File: config.mk
export PLATFORM = sky130hd
export DESIGN_NAME = lfsr_dither
export DESIGN_NICKNAME = d
export VERILOG_FILES = /design/src/rtl/lfsr_dither.sv
export SDC_FILE = /design/constraint.sdc
export NUM_CORES = 1
export LEC_CHECK = 0
export ABC_AREA = 1
export BUFFER_PORTS_ARGS = -buffer_cell sky130_fd_sc_hd__clkbuf_2
export CORE_ASPECT_RATIO = 0.6
export CORE_MARGIN = 1.5
export CORE_UTILIZATION = 50
export DETAILED_ROUTE_END_ITERATION = 10
export GPL_TIMING_DRIVEN = 0
export PLACE_DENSITY_LB_ADDON = 0.3
export SYNTH_ARGS = -nofsm -noshare
export SYNTH_HDL_FRONTEND = slang
export SYNTH_SLANG_ARGS = --single-unit
export TNS_END_PERCENT = 10
File: constraint.sdc
create_clock -name clock -period 2.7 [get_ports clock]
set_input_delay 0.54 -clock clock [delete_from_list [all_inputs] [get_ports clock]]
set_output_delay 0.54 -clock clock [all_outputs]
set_load 0.03 [all_outputs]
File: src/rtl/lfsr_dither.sv
// Fibonacci XNOR LFSR dither source with runtime taps, uniform/triangular
// sample shaping, warm-up qualification and lock-up state recovery.
module lfsr_dither #(
  parameter int                       NUM_LFSR_BITS = 16,
  parameter int                       NUM_PRND_BITS = 5,
  parameter logic [NUM_LFSR_BITS-1:0] DEFAULT_SEED  = '0,
  parameter int                       WARMUP        = NUM_LFSR_BITS
) (
  input  logic                     clock,
  input  logic                     reset,
  input  logic                     enable,
  input  logic                     load,
  input  logic [NUM_LFSR_BITS-1:0] seed,
  input  logic [NUM_LFSR_BITS-1:0] taps,
  input  logic [1:0]               mode,
  output logic [NUM_PRND_BITS:0]   rnd,
  output logic                     rnd_valid,
  output logic                     lockup
);

  localparam logic [1:0] MODE_TRI    = 2'b01;
  localparam logic [1:0] MODE_FREEZE = 2'b10;
  localparam logic [7:0] WARMUP_C    = 8'(WARMUP);

  logic [NUM_LFSR_BITS-1:0] lfsr_q, lfsr_d;
  logic [NUM_PRND_BITS:0]   rnd_q, rnd_d;
  logic [7:0]               cnt_q, cnt_d;
  logic                     valid_q, valid_d;
  logic                     lockup_q, lockup_d;

  logic                     feedback;
  logic                     step;
  logic [NUM_LFSR_BITS-1:0] cand;
  logic [NUM_PRND_BITS-1:0] lo, hi;

  always_comb begin
    feedback = ~^(lfsr_q & taps);
    step     = enable & ~load & (mode != MODE_FREEZE);
    cand     = load ? seed : {lfsr_q[NUM_LFSR_BITS-2:0], feedback};

    lfsr_d   = lfsr_q;
    rnd_d    = rnd_q;
    cnt_d    = cnt_q;
    valid_d  = valid_q;
    lockup_d = 1'b0;

    // All-ones is the XNOR lock-up state; divert it to all-zeros instead.
    if (load || step) begin
      if (&cand) begin
        lfsr_d   = '0;
        lockup_d = 1'b1;
      end else begin
        lfsr_d   = cand;
      end
    end

    lo = lfsr_d[NUM_PRND_BITS-1:0];
    hi = lfsr_d[2*NUM_PRND_BITS-1:NUM_PRND_BITS];

    if (load) begin
      cnt_d   = '0;
      valid_d = 1'b0;
    end else if (step) begin
      if (mode == MODE_TRI) rnd_d = {1'b0, lo} + {1'b0, hi};
      else                  rnd_d = {1'b0, lo};
      if (cnt_q != '1) cnt_d = cnt_q + 8'd1;
      if (cnt_d >= WARMUP_C) valid_d = 1'b1;
    end
  end

  always_ff @(posedge clock or negedge reset) begin
    if (!reset) begin
      lfsr_q   <= DEFAULT_SEED;
      rnd_q    <= '0;
      cnt_q    <= '0;
      valid_q  <= 1'b0;
      lockup_q <= 1'b0;
    end else begin
      lfsr_q   <= lfsr_d;
      rnd_q    <= rnd_d;
      cnt_q    <= cnt_d;
      valid_q  <= valid_d;
      lockup_q <= lockup_d;
    end
  end

  assign rnd       = rnd_q;
  assign rnd_valid = valid_q;
  assign lockup    = lockup_q;

endmodule

==> impl_metrics.env, run 1 <==
export IMPL_fp_row_count=18
export IMPL_postLayoutCoreUtil_pct=70.0
export IMPL_synth_xor_area_share_pct=3.08
export IMPL_crit_fanout=8
export IMPL_power_share_sequential_pct=36.4
export IMPL_final_cells=465
export IMPL_cts_made_buffers=5
export IMPL_power_internal_mw=0.990
export IMPL_required_ns=2.88
export IMPL_syn_area_sq_um=2270
export IMPL_maxSlewViolCount=0
export IMPL_cp_end_kind="flop"
export IMPL_p_switching_mw=0.608
export IMPL_boundaryPins=46
export IMPL_drcViolationCount=0
export IMPL_routed_via_density=5.28
export IMPL_seq_area_frac_synth_pct=35.2
export IMPL_coreArea_sq_um=4230
export IMPL_worstHoldPathType="in -> async"
export IMPL_cp_start_kind="input pin"
export IMPL_path_class="in -> reg"
export IMPL_gp_congestion=0.847
export IMPL_reg2reg_to="rnd[4]$_DFFE_PN0P_"
export IMPL_fp_dieW_um=90.1
export IMPL_r2r_cells=18
export IMPL_ir_worst_vdd_mv=0.354
export IMPL_synth_top_family_by_area="simple AND/OR/NAND/NOR gates"
export IMPL_syn_nets=379
export IMPL_r2r_start="lfsr_q[13]$_DFFE_PN0N_"
export IMPL_cap_violations=0
export IMPL_gr_usage_all_layers_pct=26.8
export IMPL_final_nets=449
export IMPL_dieArea_sq_um=4970
export IMPL_port_buffers=44
export IMPL_synth_simple_area_share_pct=36.4
export IMPL_clockPowerShare_pct=24.8
export IMPL_yosys_warnings=0
export IMPL_p_leak_nw=1.59
export IMPL_first_pass_iters=5
export IMPL_synth_compound_area_share_pct=12.3
export IMPL_max_freq_mhz=350
export IMPL_p_comb_share_pct=38.9
export IMPL_finalPower_mw=1.60
export IMPL_synthAdderAreaFrac_pct=4.18
export IMPL_initialDrtViolationCount=188
export IMPL_ys_seq_elements=32
export IMPL_clock_root_buffer="clkbuf_8"
export IMPL_crit_arrival_ns=3.04
export IMPL_dp_cells=438
export IMPL_rrSetupSlack_ns=-0.16
export IMPL_period_share_pct=106
export IMPL_p_per_area_nw_per_um2=539
export IMPL_antenna_cells=0
export IMPL_synthCells=334
export IMPL_rsz0062_at_grt="true"
export IMPL_vias=2453
export IMPL_cts_tree="built"
export IMPL_grt_max_degree=33
export IMPL_fin_ws_ns=-0.160
export IMPL_netSwitchingFraction_pct=38.0
export IMPL_finalHoldViolations=0
export IMPL_grt_pass1_vias=2276
export IMPL_violations="setup timing"
export IMPL_period_minus_slack_ns=2.86
export IMPL_hpwl_mm=4.47
export IMPL_synthMuxAreaShare_pct=0.440
export IMPL_clock_skew_ns=0.00858
export IMPL_cts_hold_buffers=0
export IMPL_slew_headroom_pct=43.5
export IMPL_clk_pin_slew_ns=0.07
export IMPL_insertion_delay_ns=0.29
export IMPL_outcome="complete, but fails checks"
export IMPL_grt_pass1_wl_mm=10.5
export IMPL_grt_overflow=0
export IMPL_start_util_pct=53.7
export IMPL_die_h_um=55.2
export IMPL_finalSetupViolCount=4
export IMPL_numClockSinks=32
export IMPL_layout_drive_gt1_share_pct=30.4
export IMPL_areaGrowthSynthToFinish_pct=30.3
export IMPL_tightest_slew_ns=0.847
export IMPL_wl_mm=6.49
export IMPL_fin_area_sq_um=2960
export IMPL_synth_distinct_cells=30
export IMPL_post_dp_cell_area_sq_um=2580
export IMPL_wire_per_inst_um=13.9
export IMPL_avgSynthCellArea_sq_um=6.81
export IMPL_htreeDepth=2
export IMPL_drt_antenna_violating_nets=0
export IMPL_antenna_found_initial=0
export IMPL_clockBufferDepth=2
[cells in the final DEF, fill, tap and decap left out, types with 3 or more instances in the layout]
cell type | synthesis | routed
inv_1 | 34 | 29
o21ai_0 | 25 | 16
clkbuf_8 | 0 | 6
xor2_1 | 6 | 5
nand3_1 | 23 | 21
a21oi_1 | 6 | 4
o21ai_1 | 3 | 8
a22o_1 | 7 | 7
o21ai_2 | 2 | 5
dfrtp_1 | 32 | 32
or2_2 | 5 | 5
ha_1 | 6 | 3
buf_4 | 0 | 18
clkbuf_2 | 0 | 46
nand2_2 | 3 | 10
nor2_1 | 32 | 29
buf_6 | 3 | 4
nand2_1 | 126 | 119
inv_2 | 2 | 6
[critical path: stages]
cell and delay (ns):
buf_12 0.12, buf_8 0.13, mux2i_4 0.20, nor4_2 0.26, nand2_1 0.15, nor2_4 0.13, nand3_4 0.09, buf_6 0.14
nand3_2 0.06, o21ai_2 0.07, ha_2 0.19, fa_2 0.35, a21oi_2 0.14, o21ai_1 0.08, xor2_1 0.14, o21ai_1 0.11
inv_1 0.05, nand2_1 0.05, nand2_1 0.05
[per-layer routing]
metal / vias up / global-route usage (%) / routed length, um
li1: 1199 / - / -
met5: - / 0 / 0
met1: 1143 / 37.2 / 3060
met2: 98 / 41.3 / 2870
met3: 13 / 7.16 / 462
met4: 0 / 7.71 / 93
[logic make-up after synthesis]
family / count (synthesis)
DFF: 32
muxes: 1
and+or+nand+nor: 195
AOI/OAI and AO/OA: 47
buffers and inverters: 44
adders and majority gates: 7
xor gates and xnor gates: 8
[worst max-delay path by stage]
stage,start,to,slack (ns)
floorplan,load,rnd[4]$_DFFE_PN0P_,-0.30
global placement,mode[1],rnd[4]$_DFFE_PN0P_,-0.71
detailed placement,mode[1],rnd[4]$_DFFE_PN0P_,-0.77
CTS,load,rnd[4]$_DFFE_PN0P_,-0.17
global route,lfsr_q[10]$_DFFE_PN0N_,rnd[4]$_DFFE_PN0P_,-0.35
finish,load,rnd[4]$_DFFE_PN0P_,-0.16
[state kept, by name, summed over array words and instances, names as in the netlist]
register	flops
cnt_q	8
lfsr_q	16
lockup	1
rnd	6
rnd_valid	1
[layout make-up]
class / instances / area, sq um
multi-input cells: 258 / 1410
fillers: 376 / 1270
flip-flops and latches: 32 / 801
repair buffers: 63 / 367
inverters: 36 / 138
clock buffers: 6 / 82.6
plain buffers: 8 / 82.6
well taps: 60 / 75.1
clock inverters: 2 / 10.0
[synthesized netlist by cell type]
master / count / area [sq um]
o21ai_1: 3 / 15.0
a21oi_1: 6 / 30.0
a22o_1: 7 / 61.3
nand3_4: 1 / 17.5
o21a_1: 2 / 15.0
buf_2: 2 / 10.0
nor4_4: 1 / 21.3
or2_2: 5 / 31.3
a22oi_1: 1 / 7.51
nor3_1: 1 / 5.00
inv_1: 34 / 128
nand3_1: 23 / 115
buf_6: 3 / 33.8
mux2i_1: 1 / 10.0
nor4_2: 1 / 12.5
a31o_1: 1 / 8.76
xnor2_1: 2 / 17.5
xor2_1: 6 / 52.6
o21ai_0: 25 / 125
o21ai_2: 2 / 17.5
clkbuf_1: 3 / 11.3
dfrtp_1: 32 / 801
and2_1: 1 / 6.26
nand2_1: 126 / 473
nand2_2: 3 / 18.8
inv_2: 2 / 7.51
nor2_1: 32 / 120
ha_1: 6 / 75.1
nor2_2: 1 / 6.26
fa_1: 1 / 20.0
[stage by stage]
step | setup TNS [ns] | setup WS [ns] | hold slack (ns)
final | -0.408 | -0.160 | 0.339
after global routing | -1.24 | -0.348 | 0.402
after CTS | -0.425 | -0.168 | 0.360
after detailed placement | -3.21 | -0.767 | 0.483
after global placement | -2.93 | -0.710 | 0.469
after floorplan | -0.632 | -0.296 | 0.244
[power groups by stage]
stage | Combinational (mW) | Clock, mW | Sequential (mW)
2_1_floorplan | 0.330 | 0 | 0.623
3_3_place_gp | 0.493 | 0 | 0.589
3_5_place_dp | 0.507 | 0 | 0.591
4_1_cts | 0.560 | 0.396 | 0.581
5_1_grt | 0.689 | 0.421 | 0.588
6_report | 0.621 | 0.396 | 0.581
[timing repair]
| item | 4_1_cts | 5_1_grt |
|---|---|---|
| hold endpoints to repair | 0 | 0 |
| resized for setup | 30 | 17 |
| endpoints found under the setup margin | 5 | 5 |
| gates cloned | 1 | 0 |
| pin swaps | 14 | 20 |
| setup buffers | 13 | 5 |
No activity file was read; power rests on OpenSTA's default activity.
==> run 2: changes to the inputs <==
SETUP_SLACK_MARGIN = 0.3   (was unset)
==> impl_metrics.env, run 2 (synthesized netlist as in run 1, its figures left out) <==
export IMPL_outcome="complete, but fails checks"
export IMPL_fp_row_count=18
export IMPL_power_internal_mw=0.989
export IMPL_max_freq_mhz=349
export IMPL_path_buf_inv=4
export IMPL_worstHoldPathType="in -> async"
export IMPL_layout_drive_gt1_share_pct=30.4
export IMPL_grt_overflow=0
export IMPL_clock_skew_ns=0.00857
export IMPL_fin_ws_ns=-0.162
export IMPL_areaGrowthSynthToFinish_pct=30.3
export IMPL_violations="setup timing"
export IMPL_wire_per_inst_um=13.9
export IMPL_routed_via_density=5.26
export IMPL_die_h_um=55.2
export IMPL_final_fill_count=376
export IMPL_cp_end_kind="flop"
export IMPL_period_share_pct=106
export IMPL_gp_congestion=0.847
export IMPL_start_util_pct=53.7
export IMPL_grt_pass1_wl_mm=10.5
export IMPL_cts_made_buffers=5
export IMPL_crit_start="load"
export IMPL_maxSlewViolCount=0
export IMPL_timing_critical_path_mode_cell="nand2_1"
export IMPL_drt_antenna_violating_nets=0
export IMPL_crit_fanout=8
export IMPL_gr_usage_all_layers_pct=26.8
export IMPL_r2r_start="lfsr_q[13]$_DFFE_PN0N_"
export IMPL_antenna_cells=0
export IMPL_period_minus_slack_ns=2.86
export IMPL_power_share_sequential_pct=36.4
export IMPL_finalPower_mw=1.60
export IMPL_htreeDepth=2
export IMPL_coreArea_sq_um=4230
export IMPL_top_register="lfsr_q"
export IMPL_cts_tree="built"
export IMPL_clockPowerShare_pct=24.8
export IMPL_p_comb_share_pct=38.8
export IMPL_crit_arrival_ns=3.04
export IMPL_vias=2447
export IMPL_wl_mm=6.48
export IMPL_clock_root_buffer="clkbuf_8"
export IMPL_slew_headroom_pct=43.5
export IMPL_boundaryPins=46
export IMPL_ir_worst_vdd_mv=0.354
export IMPL_final_nets=449
export IMPL_rsz0062_at_grt="true"
export IMPL_multi_input_area_sq_um=1410
export IMPL_hpwl_mm=4.47
export IMPL_initialDrtViolationCount=188
export IMPL_critPathMaxStageDelay_ns=0.35
export IMPL_regArea_sq_um=801
export IMPL_port_buffers=44
export IMPL_clk_pin_slew_ns=0.07
export IMPL_clockBufferDepth=2
export IMPL_path_class="in -> reg"
export IMPL_grt_max_degree=33
export IMPL_drcViolationCount=0
export IMPL_fp_dieW_um=90.1
export IMPL_p_switching_mw=0.608
export IMPL_antenna_found_initial=0
export IMPL_layout_commonest_cell="nand2_1"
export IMPL_final_cell_mix="nand2_1 (119), clkbuf_2 (46), dfrtp_1 (32), inv_1 (29), nor2_1 (29)"
export IMPL_cap_violations=0
export IMPL_grt_pass1_vias=2276
export IMPL_fin_hold_ws_ns=0.339
export IMPL_first_pass_iters=5
export IMPL_required_ns=2.88
export IMPL_cp_top_family="simple AND/OR/NAND/NOR gates"
export IMPL_p_leak_nw=1.59
export IMPL_p_per_area_nw_per_um2=539
export IMPL_netSwitchingFraction_pct=38.0
export IMPL_insertion_delay_ns=0.29
export IMPL_cp_start_kind="input pin"
export IMPL_numClockSinks=32
export IMPL_finalSetupViolCount=4
export IMPL_slowest_stage="fa_2"
export IMPL_cp_cell_sequence="buf_12, buf_8, mux2i_4, nor4_2, nand2_1, nor2_4, nand3_4, buf_6, nand3_2, o21ai_2, ha_2, fa_2, a21oi_2, o21ai_1, xor2_1, o21ai_1, inv_1, nand2_1, nand2_1"
export IMPL_finalHoldViolations=0
export IMPL_largest_register_ffs=16
export IMPL_dieArea_sq_um=4970
export IMPL_tightest_slew_ns=0.847
run 2: cell counts in the layout (fill, tap and decap cells not counted):
Identical to the previous run, type by type.
run 2: final timing paths:
| path | endpoint | slack [ns] | cells after the start |
|---|---|---|---|
| max in group asynchronous | lfsr_q[7]$_DFF_PN0_ | 1.82 | 1 |
| min reg2reg | rnd[5]$_DFFE_PN0P_ | 0.49 | 2 |
| min in group clock | rnd[5]$_DFFE_PN0P_ | 0.49 | 2 |
| min | cnt_q[7]$_DFFE_PN0N_ | 0.34 | 1 |
| max reg2reg | rnd[4]$_DFFE_PN0P_ | -0.16 | 18 |
| max | rnd[4]$_DFFE_PN0P_ | -0.16 | 19 |
run 2: power by group through the flow:
stage / clock, mW / sequential, mW / combinational [mW]
2_1_floorplan: 0 / 0.623 / 0.330
3_3_place_gp: 0 / 0.589 / 0.493
3_5_place_dp: 0 / 0.591 / 0.507
4_1_cts: 0.396 / 0.581 / 0.560
5_1_grt: 0.421 / 0.588 / 0.689
6_report: 0.396 / 0.581 / 0.620
run 2: cell type report:
cell class,instances,share of cell area [%]
Clock inverter,2,0.338
Sequential cell,32,27.0
Tap cell,60,2.53
Clock buffer,6,2.79
Buffer,8,2.79
Inverter,36,4.65
Timing Repair Buffer,63,12.4
Multi-Input combinational cell,258,47.5
run 2: per-layer routing:
metal | routed length, um | GRT usage [%]
met5 | 0 | 0
met4 | 93 | 7.71
met3 | 465 | 7.16
met2 | 2860 | 41.3
met1 | 3050 | 37.2
run 2: timing repair:
action / CTS / global route
setup endpoints to repair: 6 / 5
gates resized for setup: 30 / 17
gates cloned: 1 / 0
buffers inserted: 13 / 5
hold buffers: 0 / 0
pin swaps: 15 / 20
run 2: stage by stage:
stage	util [%]	TNS, ns	setup slack, ns	area [sq um]	std cells
floorplan	-	-0.632	-0.296	2290	334
detailed placement	61.0	-3.21	-0.767	2580	438
global route	70.0	-1.24	-0.348	2960	465
global placement	61.0	-2.93	-0.710	2580	438
finish	70.0	-0.413	-0.162	2960	465
CTS	67.8	-0.425	-0.168	2870	460
==> run 3: changes to the inputs <==
clock period = 2.4 ns   (was 2.7 ns; I/O delays follow)
==> impl_metrics.env, run 3 (synthesized netlist as in run 1, its figures left out) <==
export IMPL_crit_start="mode[1]"
export IMPL_p_leak_nw=1.53
export IMPL_vias=2398
export IMPL_clock_skew_ns=0.00482
export IMPL_port_buffers=44
export IMPL_final_cells=454
export IMPL_largest_register_ffs=16
export IMPL_antenna_found_initial=0
export IMPL_max_freq_mhz=338
export IMPL_numClockSinks=32
export IMPL_r2r_start="lfsr_q[13]$_DFFE_PN0N_"
export IMPL_htreeDepth=2
export IMPL_cp_start_kind="input pin"
export IMPL_cts_made_buffers=5
export IMPL_dieArea_sq_um=4970
export IMPL_fin_ws_ns=-0.555
export IMPL_cap_violations=0
export IMPL_finalHoldViolations=0
export IMPL_violations="setup timing"
export IMPL_crit_fanout=10
export IMPL_period_minus_slack_ns=2.95
export IMPL_antenna_cells=0
export IMPL_die_h_um=55.2
export IMPL_tns_ns=-1.61
export IMPL_clockBufferDepth=2
export IMPL_fp_row_count=18
export IMPL_p_per_area_nw_per_um2=617
export IMPL_boundaryPins=46
export IMPL_wire_per_inst_um=13.3
export IMPL_first_pass_iters=5
export IMPL_path_class="in -> reg"
export IMPL_tightest_slew_ns=0.807
export IMPL_layout_drive_gt1_share_pct=28.9
export IMPL_grt_pass1_wl_mm=9.79
export IMPL_slew_headroom_pct=46.2
export IMPL_drcViolationCount=0
export IMPL_initialDrtViolationCount=141
export IMPL_start_util_pct=53.7
export IMPL_coreArea_sq_um=4230
export IMPL_hpwl_mm=4.47
export IMPL_dp_cells=438
export IMPL_r2r_cells=23
export IMPL_finalPower_mw=1.76
export IMPL_cts_tree="built"
export IMPL_finalSetupViolCount=5
export IMPL_rsz0062_at_grt="true"
export IMPL_clock_root_buffer="clkbuf_8"
export IMPL_period_share_pct=123
export IMPL_final_nets=438
export IMPL_wl_mm=6.04
export IMPL_cp_end_kind="flop"
export IMPL_clk_pin_slew_ns=0.07
export IMPL_reg2reg_to="rnd[4]$_DFFE_PN0P_"
export IMPL_fp_dieW_um=90.1
export IMPL_rrSetupSlack_ns=-0.54
export IMPL_maxSlewViolCount=0
export IMPL_gr_usage_all_layers_pct=24.8
export IMPL_crit_arrival_ns=3.13
export IMPL_drt_antenna_violating_nets=0
export IMPL_layout_commonest_cell="nand2_1"
export IMPL_insertion_delay_ns=0.29
export IMPL_post_dp_cell_area_sq_um=2580
export IMPL_areaGrowthSynthToFinish_pct=25.4
export IMPL_fin_area_sq_um=2850
export IMPL_top_register="lfsr_q"
export IMPL_required_ns=2.58
export IMPL_grt_max_degree=33
export IMPL_outcome="complete, but fails checks"
export IMPL_routed_via_density=5.28
export IMPL_final_cell_mix="nand2_1 (113), clkbuf_2 (45), dfrtp_1 (32), inv_1 (31), nor2_1 (29)"
export IMPL_ir_worst_vdd_mv=0.401
export IMPL_gp_congestion=0.847
export IMPL_grt_pass1_vias=2158
export IMPL_worstHoldPathType="in -> async"
export IMPL_grt_overflow=0
## run 3: power by group
group / switching [mW] / internal [mW]
logic: 0.409 / 0.260
registers: 0.0506 / 0.606
clock network: 0.206 / 0.229
## run 3: cell type report
class,instances,area [sq um]
Multi-Input combinational cell,258,1410
Fill cell,391,1380
Sequential cell,32,801
Timing Repair Buffer,52,280
Inverter,36,135
Clock buffer,6,82.6
Tap cell,60,75.1
Buffer,8,58.8
Clock inverter,2,10.0
## run 3: repair_timing
item | in CTS | in global routing
hold buffers | 0 | 0
setup endpoints to repair | 6 | 7
setup buffers | 5 | 3
gates resized for setup | 15 | 23
endpoints found under the hold margin | 0 | 0
pin swaps | 3 | 22
## run 3: worst max-delay path by stage
stage,to,slack [ns],depth (start not counted)
2_1_floorplan,rnd[4]$_DFFE_PN0P_,-0.54,21
5_1_grt,rnd[4]$_DFFE_PN0P_,-0.77,18
6_report,rnd[4]$_DFFE_PN0P_,-0.55,18
4_1_cts,rnd[4]$_DFFE_PN0P_,-0.45,18
3_5_place_dp,rnd[4]$_DFFE_PN0P_,-1.01,18
3_3_place_gp,rnd[4]$_DFFE_PN0P_,-0.95,18
## run 3: critical path, cell delays in order
cell	delay, ns
clkbuf_2	0.08
inv_1	0.05
o21ai_1	0.26
inv_1	0.13
nor2_4	0.20
inv_1	0.14
clkbuf_1	0.29
nand3_2	0.18
o21ai_4	0.09
ha_4	0.19
fa_2	0.38
a21oi_2	0.16
o21ai_1	0.09
xor2_1	0.14
o21ai_1	0.13
inv_1	0.05
nand2_1	0.05
nand2_1	0.05
## run 3: per-stage QoR
step / hold WS, ns / util (%) / worst slack [ns]
2_1_floorplan: 0.184 / - / -0.536
3_3_place_gp: 0.469 / 61.0 / -0.950
3_5_place_dp: 0.483 / 61.0 / -1.01
4_1_cts: 0.300 / 64.9 / -0.455
5_1_grt: 0.336 / 67.3 / -0.768
6_report: 0.273 / 67.3 / -0.555
## run 3: layer usage
layer	global-route usage, %	routed length (um)	vias to the layer above
li1	-	-	1176
met1	36.7	2990	1120
met2	37.0	2590	91
met3	4.68	403	11
met4	7.03	55	0
met5	0	0	-
